--- src/rtl/draw_arb_pkg.sv ---
// Shared types and constants for the VGA draw arbiter and its raster counter.
// Screen geometry is fixed by the 160x120 vga_adapter.
package draw_arb_pkg;

  localparam int NUM_REQ_DEF  = 4;
  localparam int X_W_DEF      = 8;
  localparam int Y_W_DEF      = 7;
  localparam int COLOUR_W_DEF = 3;
  localparam int SZ_W_DEF     = 5;

  localparam int SCR_W = 160;
  localparam int SCR_H = 120;

  // Raster counters must reach 159/119 for the full-screen sweep.
  localparam int CNT_W = 8;

  typedef enum logic [1:0] {
    ST_IDLE,
    ST_CLEAR,
    ST_DRAW,
    ST_DONE
  } state_t;

endpackage

--- src/rtl/vga_draw_arbiter_raster.sv ---
// Row-major col/row counter: step advances one pixel, start returns to origin.
// last flags the final pixel of a w x h area (immediately true when either is zero).
module rect_raster
  import draw_arb_pkg::*;
(
  input  logic             clk,
  input  logic             rst_n,
  input  logic             start,
  input  logic             step,
  input  logic [CNT_W-1:0] w,
  input  logic [CNT_W-1:0] h,
  output logic [CNT_W-1:0] col,
  output logic [CNT_W-1:0] row,
  output logic             last
);

  logic zero_area;

  assign zero_area = (w == '0) || (h == '0);
  assign last      = zero_area ||
                     ((col == w - CNT_W'(1)) && (row == h - CNT_W'(1)));

  always_ff @(posedge clk or negedge rst_n) begin
    if (!rst_n) begin
      col <= '0;
      row <= '0;
    end else if (start) begin
      col <= '0;
      row <= '0;
    end else if (step) begin
      if (col == w - CNT_W'(1)) begin
        col <= '0;
        row <= row + CNT_W'(1);
      end else begin
        col <= col + CNT_W'(1);
      end
    end
  end

endmodule

--- src/rtl/vga_draw_arbiter.sv ---
// Shares the vga_adapter pixel port between NUM_REQ rectangle requesters and a clear sweep.
// Grant and first pixel one cycle after req is sampled in IDLE; one pixel per clock.
module vga_draw_arbiter
  import draw_arb_pkg::*;
#(
  parameter int NUM_REQ  = NUM_REQ_DEF,
  parameter int X_W      = X_W_DEF,
  parameter int Y_W      = Y_W_DEF,
  parameter int COLOUR_W = COLOUR_W_DEF,
  parameter int SZ_W     = SZ_W_DEF
) (
  input  logic                         CLOCK_50,
  input  logic                         resetn,
  input  logic [NUM_REQ-1:0]           req,
  input  logic [NUM_REQ*X_W-1:0]       rect_x,
  input  logic [NUM_REQ*Y_W-1:0]       rect_y,
  input  logic [NUM_REQ*SZ_W-1:0]      rect_w,
  input  logic [NUM_REQ*SZ_W-1:0]      rect_h,
  input  logic [NUM_REQ*COLOUR_W-1:0]  rect_colour,
  input  logic                         clear_req,
  input  logic [COLOUR_W-1:0]          clear_colour,
  output logic [NUM_REQ-1:0]           grant,
  output logic [NUM_REQ-1:0]           done,
  output logic                         clear_done,
  output logic                         busy,
  output logic [X_W-1:0]               x,
  output logic [Y_W-1:0]               y,
  output logic [COLOUR_W-1:0]          colour,
  output logic                         plot
);

  localparam int IDX_W = (NUM_REQ > 1) ? $clog2(NUM_REQ) : 1;

  state_t              state;
  logic [IDX_W-1:0]    ptr;
  logic [IDX_W-1:0]    cur;
  logic [IDX_W-1:0]    pick;
  logic [IDX_W-1:0]    cand;
  logic                pick_vld;
  logic                is_clear;
  logic                last_q;

  logic [X_W-1:0]      lat_x;
  logic [Y_W-1:0]      lat_y;
  logic [SZ_W-1:0]     lat_w;
  logic [SZ_W-1:0]     lat_h;
  logic [COLOUR_W-1:0] lat_c;

  logic [X_W-1:0]      base_x;
  logic [Y_W-1:0]      base_y;
  logic [CNT_W-1:0]    base_w;
  logic [CNT_W-1:0]    base_h;
  logic [COLOUR_W-1:0] base_c;

  logic [CNT_W-1:0]    col;
  logic [CNT_W-1:0]    row;
  logic                last;
  logic                step;
  logic                start;
  logic [X_W:0]        sum_x;
  logic [Y_W:0]        sum_y;
  logic                on_screen;

  // Round-robin: scanning downwards leaves the first set bit at or after ptr.
  always_comb begin
    pick     = '0;
    pick_vld = 1'b0;
    cand     = '0;
    for (int k = NUM_REQ - 1; k >= 0; k--) begin
      cand = IDX_W'((int'(ptr) + k) % NUM_REQ);
      if (req[cand]) begin
        pick     = cand;
        pick_vld = 1'b1;
      end
    end
  end

  // In IDLE the launching pixel is built straight from the inputs, since the
  // latch only captures them on the same edge.
  always_comb begin
    base_x = lat_x;
    base_y = lat_y;
    base_w = CNT_W'(lat_w);
    base_h = CNT_W'(lat_h);
    base_c = lat_c;
    if (state == ST_IDLE) begin
      if (clear_req) begin
        base_x = '0;
        base_y = '0;
        base_w = CNT_W'(SCR_W);
        base_h = CNT_W'(SCR_H);
        base_c = clear_colour;
      end else begin
        base_x = rect_x[pick*X_W +: X_W];
        base_y = rect_y[pick*Y_W +: Y_W];
        base_w = CNT_W'(rect_w[pick*SZ_W +: SZ_W]);
        base_h = CNT_W'(rect_h[pick*SZ_W +: SZ_W]);
        base_c = rect_colour[pick*COLOUR_W +: COLOUR_W];
      end
    end else if (state == ST_CLEAR) begin
      base_x = '0;
      base_y = '0;
      base_w = CNT_W'(SCR_W);
      base_h = CNT_W'(SCR_H);
    end
  end

  assign step  = ((state == ST_IDLE) && (clear_req || pick_vld)) ||
                 (((state == ST_DRAW) || (state == ST_CLEAR)) && !last_q);
  assign start = (state == ST_DONE);

  // One bit of headroom so off-screen pixels never alias back onto the screen.
  assign sum_x     = (X_W+1)'(base_x) + (X_W+1)'(col);
  assign sum_y     = (Y_W+1)'(base_y) + (Y_W+1)'(row);
  assign on_screen = (sum_x < (X_W+1)'(SCR_W)) && (sum_y < (Y_W+1)'(SCR_H)) &&
                     (base_w != '0) && (base_h != '0);

  rect_raster u_raster (
    .clk   (CLOCK_50),
    .rst_n (resetn),
    .start (start),
    .step  (step),
    .w     (base_w),
    .h     (base_h),
    .col   (col),
    .row   (row),
    .last  (last)
  );

  always_ff @(posedge CLOCK_50 or negedge resetn) begin
    if (!resetn) begin
      state      <= ST_IDLE;
      ptr        <= '0;
      cur        <= '0;
      is_clear   <= 1'b0;
      last_q     <= 1'b0;
      lat_x      <= '0;
      lat_y      <= '0;
      lat_w      <= '0;
      lat_h      <= '0;
      lat_c      <= '0;
      grant      <= '0;
      done       <= '0;
      clear_done <= 1'b0;
      busy       <= 1'b0;
      x          <= '0;
      y          <= '0;
      colour     <= '0;
      plot       <= 1'b0;
    end else begin
      done       <= '0;
      clear_done <= 1'b0;
      plot       <= 1'b0;
      case (state)
        ST_IDLE: begin
          if (clear_req) begin
            state    <= ST_CLEAR;
            is_clear <= 1'b1;
            lat_c    <= clear_colour;
            busy     <= 1'b1;
          end else if (pick_vld) begin
            state    <= ST_DRAW;
            is_clear <= 1'b0;
            cur      <= pick;
            grant    <= NUM_REQ'(1) << pick;
            lat_x    <= base_x;
            lat_y    <= base_y;
            lat_w    <= rect_w[pick*SZ_W +: SZ_W];
            lat_h    <= rect_h[pick*SZ_W +: SZ_W];
            lat_c    <= base_c;
            busy     <= 1'b1;
          end
        end
        ST_CLEAR, ST_DRAW: begin
          if (last_q) begin
            state <= ST_DONE;
            grant <= '0;
            if (is_clear) begin
              clear_done <= 1'b1;
            end else begin
              done <= NUM_REQ'(1) << cur;
              ptr  <= (int'(cur) == NUM_REQ - 1) ? '0 : cur + IDX_W'(1);
            end
          end
        end
        ST_DONE: begin
          state  <= ST_IDLE;
          busy   <= 1'b0;
          last_q <= 1'b0;
        end
        default: state <= ST_IDLE;
      endcase

      // Every raster step puts exactly one pixel on the port.
      if (step) begin
        x      <= sum_x[X_W-1:0];
        y      <= sum_y[Y_W-1:0];
        colour <= base_c;
        plot   <= on_screen;
        last_q <= last;
      end
    end
  end

endmodule

--- config.mk ---
export PLATFORM = sky130hd
export DESIGN_NAME = vga_draw_arbiter
export DESIGN_NICKNAME = d
export VERILOG_FILES = /design/src/rtl/draw_arb_pkg.sv /design/src/rtl/vga_draw_arbiter_raster.sv /design/src/rtl/vga_draw_arbiter.sv
export SDC_FILE = /design/constraint.sdc
export NUM_CORES = 1
export LEC_CHECK = 0
export ABC_CLOCK_PERIOD_IN_PS = 5400
export CAP_MARGIN = 10
export CORE_AREA = 2 2 86 150
export DETAILED_ROUTE_END_ITERATION = 7
export DIE_AREA = 0 0 88 152
export MAX_ROUTING_LAYER = met4
export PLACE_DENSITY_LB_ADDON = 0.2
export SETUP_SLACK_MARGIN = 0.3
export SLEW_MARGIN = 30
export SYNTH_ARGS = -nofsm -noshare
export SYNTH_HDL_FRONTEND = slang
export SYNTH_SLANG_ARGS = --single-unit
--- constraint.sdc ---
create_clock -name CLOCK_50 -period 5.4 [get_ports CLOCK_50]
set_input_delay 1.35 -clock CLOCK_50 [delete_from_list [all_inputs] [get_ports CLOCK_50]]
set_output_delay 1.35 -clock CLOCK_50 [all_outputs]
set_load 0.05 [all_outputs]
# After elaboration in Yosys (flattened, before gate mapping)
# Index checks and enable logic that the tools add are counted.
[totals]
ff_bits = 81
latch_bits = 0
ramBits = 0
romBits = 0
inputBits = 122
output_inout_bits = 29
word_cells = 149
memories = 0
[classes]
add_sub_neg = 10
mul = 3
div = 0
n_lt_le_gt_ge = 6
eq_ne = 10
shifts = 7
mux = 61
bitwise = 2
n_reduce_logical = 30
[op_table]
columns = ["operator", "n"]
rows = [
  ["$mux 8", 13],
  ["$shiftx 20x6->5", 2],
  ["$mux 7", 5],
  ["$shiftx 32x6->8", 1],
  ["$shiftx 28x6->7", 1],
  ["$mux 4", 6],
  ["$mux 1", 18],
  ["$add 8x1->8 const B", 2],
  ["$eq 8x8->1", 2],
  ["$logic_not 8->1", 2],
  ["$mux 2", 8],
  ["$reduce_bool 8->1", 2],
  ["$sub 8x1->8 const B", 2],
  ["$lt 2x3->1 const B", 4],
  ["$mux 3", 4],
  ["$shiftx 12x5->3", 1],
  ["$mul 2x3->5 const B", 2],
  ["$reduce_bool 2->1", 5],
  ["$add 8x8->9", 1],
  ["$lt 9x8->1 const B", 1],
  ["$add 7x8->8", 1],
  ["$bmux 1 s2", 4],
  ["$lt 8x7->1 const B", 1],
  ["$pmux 4 s2", 1],
  ["other kinds (19)", 40],
]

# Longest topological paths before layout
# Gate-level depths: netlist of run 1.
[depth]
word_depth = 17
depth_mapped = 21
mapped_depth_nobuf = 18

# Modules after synthesis
# From an unflattened synthesis of run 1, not the netlist that was laid out.
[unflattened]
cells_unflattened = 630
area_unflattened_um2 = 5800.6
[modules_own_cells]
columns = ["module", "n_inst", "cells_each", "area_each_um2", "seq_area_each_um2"]
rows = [
  ["vga_draw_arbiter", 1, 462, 4347.9, 1626.6],
  ["rect_raster", 1, 168, 1452.6, 400.4],
]

# Worst setup path before layout of run 1
# OpenSTA, ideal clock, no wires.
[synth_path]
path_kind = "input port to flip-flop"
start = "input port req[0]"
end = "register u_raster.row[7]"
setup_time_ps = 128
arrival_ps = 4771
required_time_ps = 5272
path_slack_ps = 501
cell_stages = 16
n_path_buf = 1
cell_sequence = "nor2b_1 or4_1 buf_6 nand3_1 o211ai_1 a32oi_1 ha_1 nand3b_1 or4_1 o211ai_1 a2111oi_0 a32oi_1 a311oi_2 o211ai_2 nor4_1 mux2_1"
[synth_between]
elab_chain_cells = 14
elab_cells_between_ends = 28
classes_between = "1 x add/sub; 1 x mul; 1 x eq/ne; 1 x shift; 18 x mux; 6 x reduce/logical"
[synth_rtl]
columns = ["element", "line", "source"]
rows = [
  ["start, declared", "vga_draw_arbiter.sv:14", "input logic [NUM_REQ-1:0] req,"],
  ["$bmux 1 s2", "vga_draw_arbiter.sv:71", "if (req[cand]) begin"],
  ["$mux 1 (implied by the code)", "vga_draw_arbiter.sv:71", ""],
  ["$mux 2 (4 in a row)", "vga_draw_arbiter.sv:71", ""],
  ["$mul 2x3->5", "vga_draw_arbiter.sv:96", "base_w = CNT_W'(rect_w[pick*SZ_W +: SZ_W]);"],
  ["$shiftx 20x6->5", "vga_draw_arbiter.sv:96", ""],
  ["$mux 8", "vga_draw_arbiter.sv:87", "if (clear_req) begin"],
  ["$mux 8", "vga_draw_arbiter.sv:86", "if (state == ST_IDLE) begin"],
  ["$sub 8x1->8", "vga_draw_arbiter_raster.sv:31", "if (col == w - CNT_W'(1)) begin"],
  ["$eq 8x8->1", "vga_draw_arbiter_raster.sv:31", ""],
  ["$reduce_bool 2->1 (no source line)", "--", ""],
  ["$reduce_and 2->1 (no source line) *", "--", ""],
  ["end signal, assigned", "vga_draw_arbiter_raster.sv:33", "row <= row + CNT_W'(1);"],
  ["end, declared", "vga_draw_arbiter_raster.sv:13", "output logic [CNT_W-1:0] row,"],
]
# Every way passes the cells marked *; elsewhere a longest branch is shown, timed or not. The select of a mux whose other input is x is not followed.
# A chain may end at the register's enable or synchronous reset.

# Final worst setup path of run 1
[layout_path]
start = "input port req[2]"
end = "register u_raster.row[5]"
# Same word-level chain as after synthesis.

==> results of run 1 <==
-- path summary, 6_finish.rpt --
path / start / slack [ps] / to
hold reg to reg: y[3] / 470 / y[3]
setup / recovery: req[2] / 390 / u_raster.row[5]
max in group asynchronous: resetn / 3820 / u_raster.col[2]
hold / removal: y[3] / 470 / y[3]
setup reg to reg: state[0] / 1430 / u_raster.row[5]
min in group asynchronous: resetn / 1040 / colour[2]
-- power by group through the flow --
stage	Combinational, uW	Clock, uW	Sequential (uW)
6_report	3510	644	1080
5_1_grt	3830	678	1110
4_1_cts	3300	653	1070
3_5_place_dp	3260	0	1080
3_3_place_gp	3180	0	1070
2_1_floorplan	1920	0	1310
-- flip-flops by register name (all words and copies together), names as in the netlist, 2 cells and up --
| name | cells |
|---|---|
| u_raster.col | 8 |
| lat_c | 3 |
| y | 7 |
| colour | 3 |
| ptr | 2 |
| lat_y | 7 |
| cur | 2 |
| lat_h | 5 |
| lat_x | 8 |
| u_raster.row | 8 |
| done | 4 |
| x | 8 |
| grant | 4 |
| state | 2 |
| lat_w | 5 |
-- stage by stage --
| step | setup TNS [ps] | setup slack, ps | utilization, % | hold slack [ps] |
|---|---|---|---|---|
| 6_report | 0 | 390 | 69.6 | 470 |
| 5_1_grt | 0 | 209 | 69.6 | 489 |
| 4_1_cts | 0 | 290 | 67.4 | 474 |
| 3_5_place_dp | -528 | -143 | 64.5 | 459 |
| 3_3_place_gp | -112 | -34.9 | 64.5 | 455 |
| 2_1_floorplan | 0 | 501 | - | 450 |
-- cells in the mapped netlist (all sizes together) (2+ instances only) --
master   count
a221o        2
a32oi        7
a221oi       2
a21o         6
a211oi       2
o22ai        4
o211ai       9
nor2        48
dfrtp       81
nand2      169
buf         10
a2111oi      2
clkbuf      35
or3          3
mux2i        9
and3         6
nor2b        9
o2111ai      2
o21ai       50
xor2        11
nand4        5
ha          29
a22o         5
inv         24
or2          3
and4         4
o21a         2
mux2        19
or4          4
o31ai        5
a21oi       37
nor3        10
o221a        2
nand2b       4
fa           2
a31o         2
nand3       61
o41ai        2
xnor2        9
a31oi        8
o32a         2
and2        12
nor4         4
a32o        14
-- metal layers --
metal,vias to the layer above,global-route usage (%),share of wire (%)
li1,3030,-,-
met1,3038,31.6,36
met2,228,54.3,55
met3,70,4.35,3.9
met4,0,13.6,4.7
met5,-,-,0
-- logic make-up after synthesis --
family,after synthesis,synth area share (%)
AND/OR/NAND/NOR,348,26.9
buffers and inverters,69,4.51
flip-flops,81,34.0
XOR/XNOR,20,2.94
adder cells (fa/ha/maj),31,6.76
multiplexers,28,5.10
AO/OA/AOI/OAI,173,19.8
-- critical path, stage by stage --
cell and delay (ps):
clkdlybuf4s50_1 420, and2b_4 180, or4_4 550, nand2_8 130, buf_4 110, buf_4 90
mux2_2 360, a221o_1 390, nor2_1 210, nand4_1 140, a311oi_2 410, o211ai_2 190
buf_4 210, o31ai_1 350, a21oi_2 110
-- repair_timing --
action                     in CTS  in global routing
pin swaps                       3                 19
gates resized for setup         9                 41
setup endpoints to repair       6                 18
hold buffers                    0                  0
buffers inserted                0                 12
-- final cells by class --
cell class | instances | area (um^2) | share of cell area, %
Clock buffer | 11 | 253 | 2.97
Clock inverter | 5 | 60.1 | 0.706
Inverter | 24 | 90.1 | 1.06
Multi-Input combinational cell | 600 | 3850 | 45.2
Sequential cell | 81 | 2030 | 23.8
Tap cell | 168 | 210 | 2.47
Timing Repair Buffer | 210 | 2020 | 23.8
==> metrics.md, run 1 <==
| Metric | Value |
|---|---|
| Comb pwr share | 67.0% |
| Max-capacitance violation count | 0 |
| # setup viols final | 0 |
| Internal power | 2710 uW |
| Commonest non-fill, non-tap cell in the layout | nand2_1 |
| Peak Freq | 200 MHz |
| Syn_area_per_cell | 7.95 um^2 |
| Rows | 54 |
| Tot Pwr | 5230 uW |
| Worst Max-Slew Pin Slew | 827 ps |
| Critical Path Start Type | input pin |
| Die Width | 88 um |
| Post-route ant nets | 0 |
| # fillers | 964 |
| Worst hold path class | reg -> reg |
| Post-place instance area | 7890 um^2 |
| EDFF count, synth | 0 |
| Die Height | 152 um |
| Post-synth top area share | 34.0% |
| # DRC | 0 |
| Design Area, Final | 8510 um^2 |
| Reg power frac | 20.7% |
| Root Driver | clkbuf_16 |
| Final #Nets | 1079 |
| Synth area leaders | dfrtp_1 34%, nand2_1 11%, ha_1 6.1% |
| DRT iter0 DRCs | 347 |
| Crit. End Element | flip-flop |
| Net Sw Frac | 48.2% |
| RSZ-0062 raised after global routing | yes |
| Commonest cells after routing, fill and taps aside | 166 x nand2_1, 146 x clkdlybuf4s50_1, 81 x dfrtp_1 |
| Fin crit share | 92.8% |
| Initial Util | 48.7% |
| TritonCTS Sinks | 81 |
| Worst Skew | 6.53 ps |
| Routability cong. | 0.914 |
| Clock power frac | 12.3% |
| Count of buffers from port buffering | 150 |
| Max-slew headroom | 44.9% |
| P&R area growth vs syn | 42.8% |
| DP Cell Count | 1071 |
| Static Leak | 0.00380 uW |
| H-tree Lvls | 3 |
| First-pass GRT wire length | 30900 um |
| Overall Global Routing Usage | 30.3% |
| Share of cells above drive strength 1 | 14.9% |
| Critical Path RT | 5580 ps |
| Final WL | 20000 um |
| Die footprint | 13400 um^2 |
| Synth area leader | dfrtp_1 |
| Synthesized instance count | 750 |
| Post-DP HPWL | 15100 um |
| Synth async-reset ratio | 100% |
| P_sw | 2520 uW |
| Clk buf depth | 2 |
| DRT Pass-1 Iters | 5 |
| FF+latch count, synth | 81 |
| Largest net degree at the start of global routing | 82 |
| Initial antenna violation count | 0 |
| PD cells | 615 nW/um^2 |
| Placeable Area | 12200 um^2 |
| CP Class | in -> reg |
| Hold Crit Depth | 2 |
| CTS clock-pin slew for the worst setup and hold paths | 60 ps |
| Maximum VDD drop | 0.000448 V |
| Cell variety after synth | 68 |
| Final Max Tran Viols | 0 |
| Seq/Total Area, Yosys | 34.0% |
| Crit path DAT | 5190 ps |
| Most used DFF post-synth | dfrtp_1 |
| Mapped Nets | 903 |
| Period minus WS final | 5010 ps |
| Status | finished clean |
| Final hold vios | 0 |
| YS warnings | 0 |
| Fin cells | 1099 |
| Post-Syn Area | 5960 um^2 |
| TritonCTS clock tree | yes |
| GR Overflow Total | 0 |
| Reg2Reg Depth | 17 |
| Vias in the first global route | 6281 |
| TritonCTS Buffers | 9 |
| WL per Instance | 18.2 um |
| Worst-Skew Late Latency | 340 ps |
| Ant. Diodes | 0 |
| Crit-path max FO | 5 |
| Io pins | 151 |
| Drt via density | 5.79 |
| Vias | 6366 |
Power figures use the tool's default switching activity.
==> inputs of run 2 (changes only) <==
SETUP_SLACK_MARGIN = 0.02   (was 0.3)
==> metrics.md, run 2 (synthesis gave the netlist of run 1 again) <==
| Metric | Value |
|---|---|
| Die footprint | 13400 um^2 (unchanged) |
| H-tree Lvls | 3 (unchanged) |
| Placeable Area | 12200 um^2 (unchanged) |
| Final #Nets | 1066 (was 1079) |
| Peak Freq | 194 MHz (was 200 MHz) |
| Vias in the first global route | 6287 (was 6281) |
| Worst Skew | 7.69 ps (was 6.53 ps) |
| Status | finished clean (unchanged) |
| P&R area growth vs syn | 38.0% (was 42.8%) |
| DRT iter0 DRCs | 368 (was 347) |
| TritonCTS clock tree | yes (unchanged) |
| P_sw | 2450 uW (was 2520 uW) |
| Hold EP | y[3] (unchanged) |
| Critical Path Start Type | input pin (unchanged) |
| Clock power frac | 12.8% (was 12.3%) |
| Max-slew headroom | 47.0% (was 44.9%) |
| Final hold vios | 0 (unchanged) |
| Hold_sp | y[3] (unchanged) |
| Post-route ant nets | 0 (unchanged) |
| Net Sw Frac | 48.7% (was 48.2%) |
| WL per Instance | 18.0 um (was 18.2 um) |
| Hold Crit Depth | 2 (unchanged) |
| Count of buffers from port buffering | 150 (unchanged) |
| Largest net degree at the start of global routing | 82 (unchanged) |
| Rows | 54 (unchanged) |
| CTS clock-pin slew for the worst setup and hold paths | 60 ps (about the same) |
| First-pass GRT wire length | 30900 um (unchanged) |
| Vias | 6318 (was 6366) |
| Drt via density | 5.82 (was 5.79) |
| Ant. Diodes | 0 (unchanged) |
| TNS Setup | 0 ps (unchanged) |
| R2R Setup Slk | 1320 ps (was 1430 ps) |
| Comb pwr share | 65.7% (was 67.0%) |
| GR Overflow Total | 0 (unchanged) |
| Share of cells above drive strength 1 | 11.5% (was 14.9%) |
| # DRC | 0 (unchanged) |
| Maximum VDD drop | 0.000448 V (about the same) |
| Initial antenna violation count | 0 (unchanged) |
| Io pins | 151 (unchanged) |
| Internal power | 2580 uW (was 2710 uW) |
| Commonest cells after routing, fill and taps aside | 167 x nand2_1, 149 x clkdlybuf4s50_1, 81 x dfrtp_1 (was 166 x nand2_1, 146 x clkdlybuf4s50_1, 81 x dfrtp_1) |
| # setup viols final | 0 (unchanged) |
| DRT Pass-1 Iters | 5 (unchanged) |
| Clk buf depth | 2 (unchanged) |
| Crit-path max FO | 5 (unchanged) |
| Post-CTS Setup Bufs | 0 (unchanged) |
| TritonCTS Sinks | 81 (unchanged) |
| Worst Max-Slew Pin Slew | 795 ps (was 827 ps) |
| Crit path DAT | 5420 ps (was 5190 ps) |
| Reg2Reg Launch Point | ptr[1] (was state[0]) |
| Initial Util | 48.7% (unchanged) |
| Post-DP HPWL | 15100 um (unchanged) |
| Static Leak | 0.00367 uW (was 0.00380 uW) |
| Overall Global Routing Usage | 30.2% (was 30.3%) |
| FF-to-FF End | u_raster.row[4] (was u_raster.row[5]) |
| Final Max Tran Viols | 0 (unchanged) |
| Die Width | 88 um (unchanged) |
| Worst hold path class | reg -> reg (unchanged) |
| Worst-Skew Late Latency | 340 ps (about the same) |
| Fin crit share | 95.6% (was 92.8%) |
| CP Class | in -> reg (unchanged) |
| Root Driver | clkbuf_16 (unchanged) |
| TritonCTS Buffers | 9 (unchanged) |
| Crit. End Element | flip-flop (unchanged) |
| Critical Path RT | 5650 ps (was 5580 ps) |
| Max-capacitance violation count | 0 (unchanged) |
| Period minus WS final | 5160 ps (was 5010 ps) |
| Commonest non-fill, non-tap cell in the layout | nand2_1 (unchanged) |
| Layout Utilization | 67.2% (was 69.6%) |
| Final WL | 19600 um (was 20000 um) |
| Die Height | 152 um (unchanged) |
| Routability cong. | 0.914 (unchanged) |
| PD cells | 611 nW/um^2 (was 615 nW/um^2) |
| Reg power frac | 21.5% (was 20.7%) |
| Reg2Reg Depth | 15 (was 17) |
==> run 2: repair_timing <==
action,in CTS,in global routing
setup endpoints to repair,0,6
resized for setup,0,8
hold buffers,0,0
==> run 2: worst max path at each step <==
stage,startpoint,end,slack (ps)
6_report,req[1],u_raster.row[4],240
5_1_grt,req[1],u_raster.row[4],-10
4_1_cts,req[1],plot,180
3_5_place_dp,req[1],plot,-140
3_3_place_gp,req[1],u_raster.row[4],-30
2_1_floorplan,req[0],u_raster.row[7],500
==> run 2: cell type report <==
cell class | instances | area (um^2)
multi-input combinational | 600 | 3700
clock buffer | 11 | 253
tap | 168 | 210
inverter | 24 | 90.1
timing repair buffer | 197 | 1880
sequential | 81 | 2030
fill | 1011 | 4010
clock inverter | 5 | 60.1
==> run 2: power by group through the flow <==
stage                     clock network (uW)  registers (uW)  logic (uW)
after floorplan                            0            1310        1920
after detailed placement                   0            1080        3260
final                                    644            1080        3300
after CTS                                653            1070        3280
after global placement                     0            1070        3180
after global routing                     678            1110        3620
==> run 2: critical path, cell delays in order <==
cell,delay (ps)
clkdlybuf4s50_1,500
and2b_4,200
or4_4,470
nand2_4,120
mux2i_2,250
o221a_2,250
ha_1,180
nand3b_1,140
or4_1,120
o211ai_1,90
a2111oi_1,280
a32oi_1,130
a311oi_2,380
buf_4,180
o2111ai_1,180
or3_1,410
a21oi_1,160
==> run 2: routing by layer <==
metal	wire length [um]	part of all wire (%)	GRT usage (%)	vias to the layer above
met5	0	0	-	-
met4	830	4.2	13.8	0
met3	802	4.1	4.18	55
met2	10800	55	54.2	230
met1	7130	36	31.6	3034
li1	-	-	-	2999
==> run 2: per-stage QoR <==
| step | instance area (um^2) | instances | hold slack [ps] | total power [uW] | setup WS (ps) |
|---|---|---|---|---|---|
| CTS | 8200 | 1087 | 474 | 5010 | 178 |
| detailed placement | 7890 | 1071 | 459 | 4340 | -143 |
| finish | 8220 | 1086 | 470 | 5030 | 236 |
| global route | 8220 | 1086 | 489 | 5400 | -11.2 |
| floorplan | 5960 | 750 | 450 | 3230 | 501 |
| global placement | 7890 | 1071 | 455 | 4250 | -34.9 |
==> inputs of run 3 (changes only) <==
CAP_MARGIN = 20   (was 10)
==> results of run 3 <==
Final layout, timing and power as in run 2 (identical DEF).
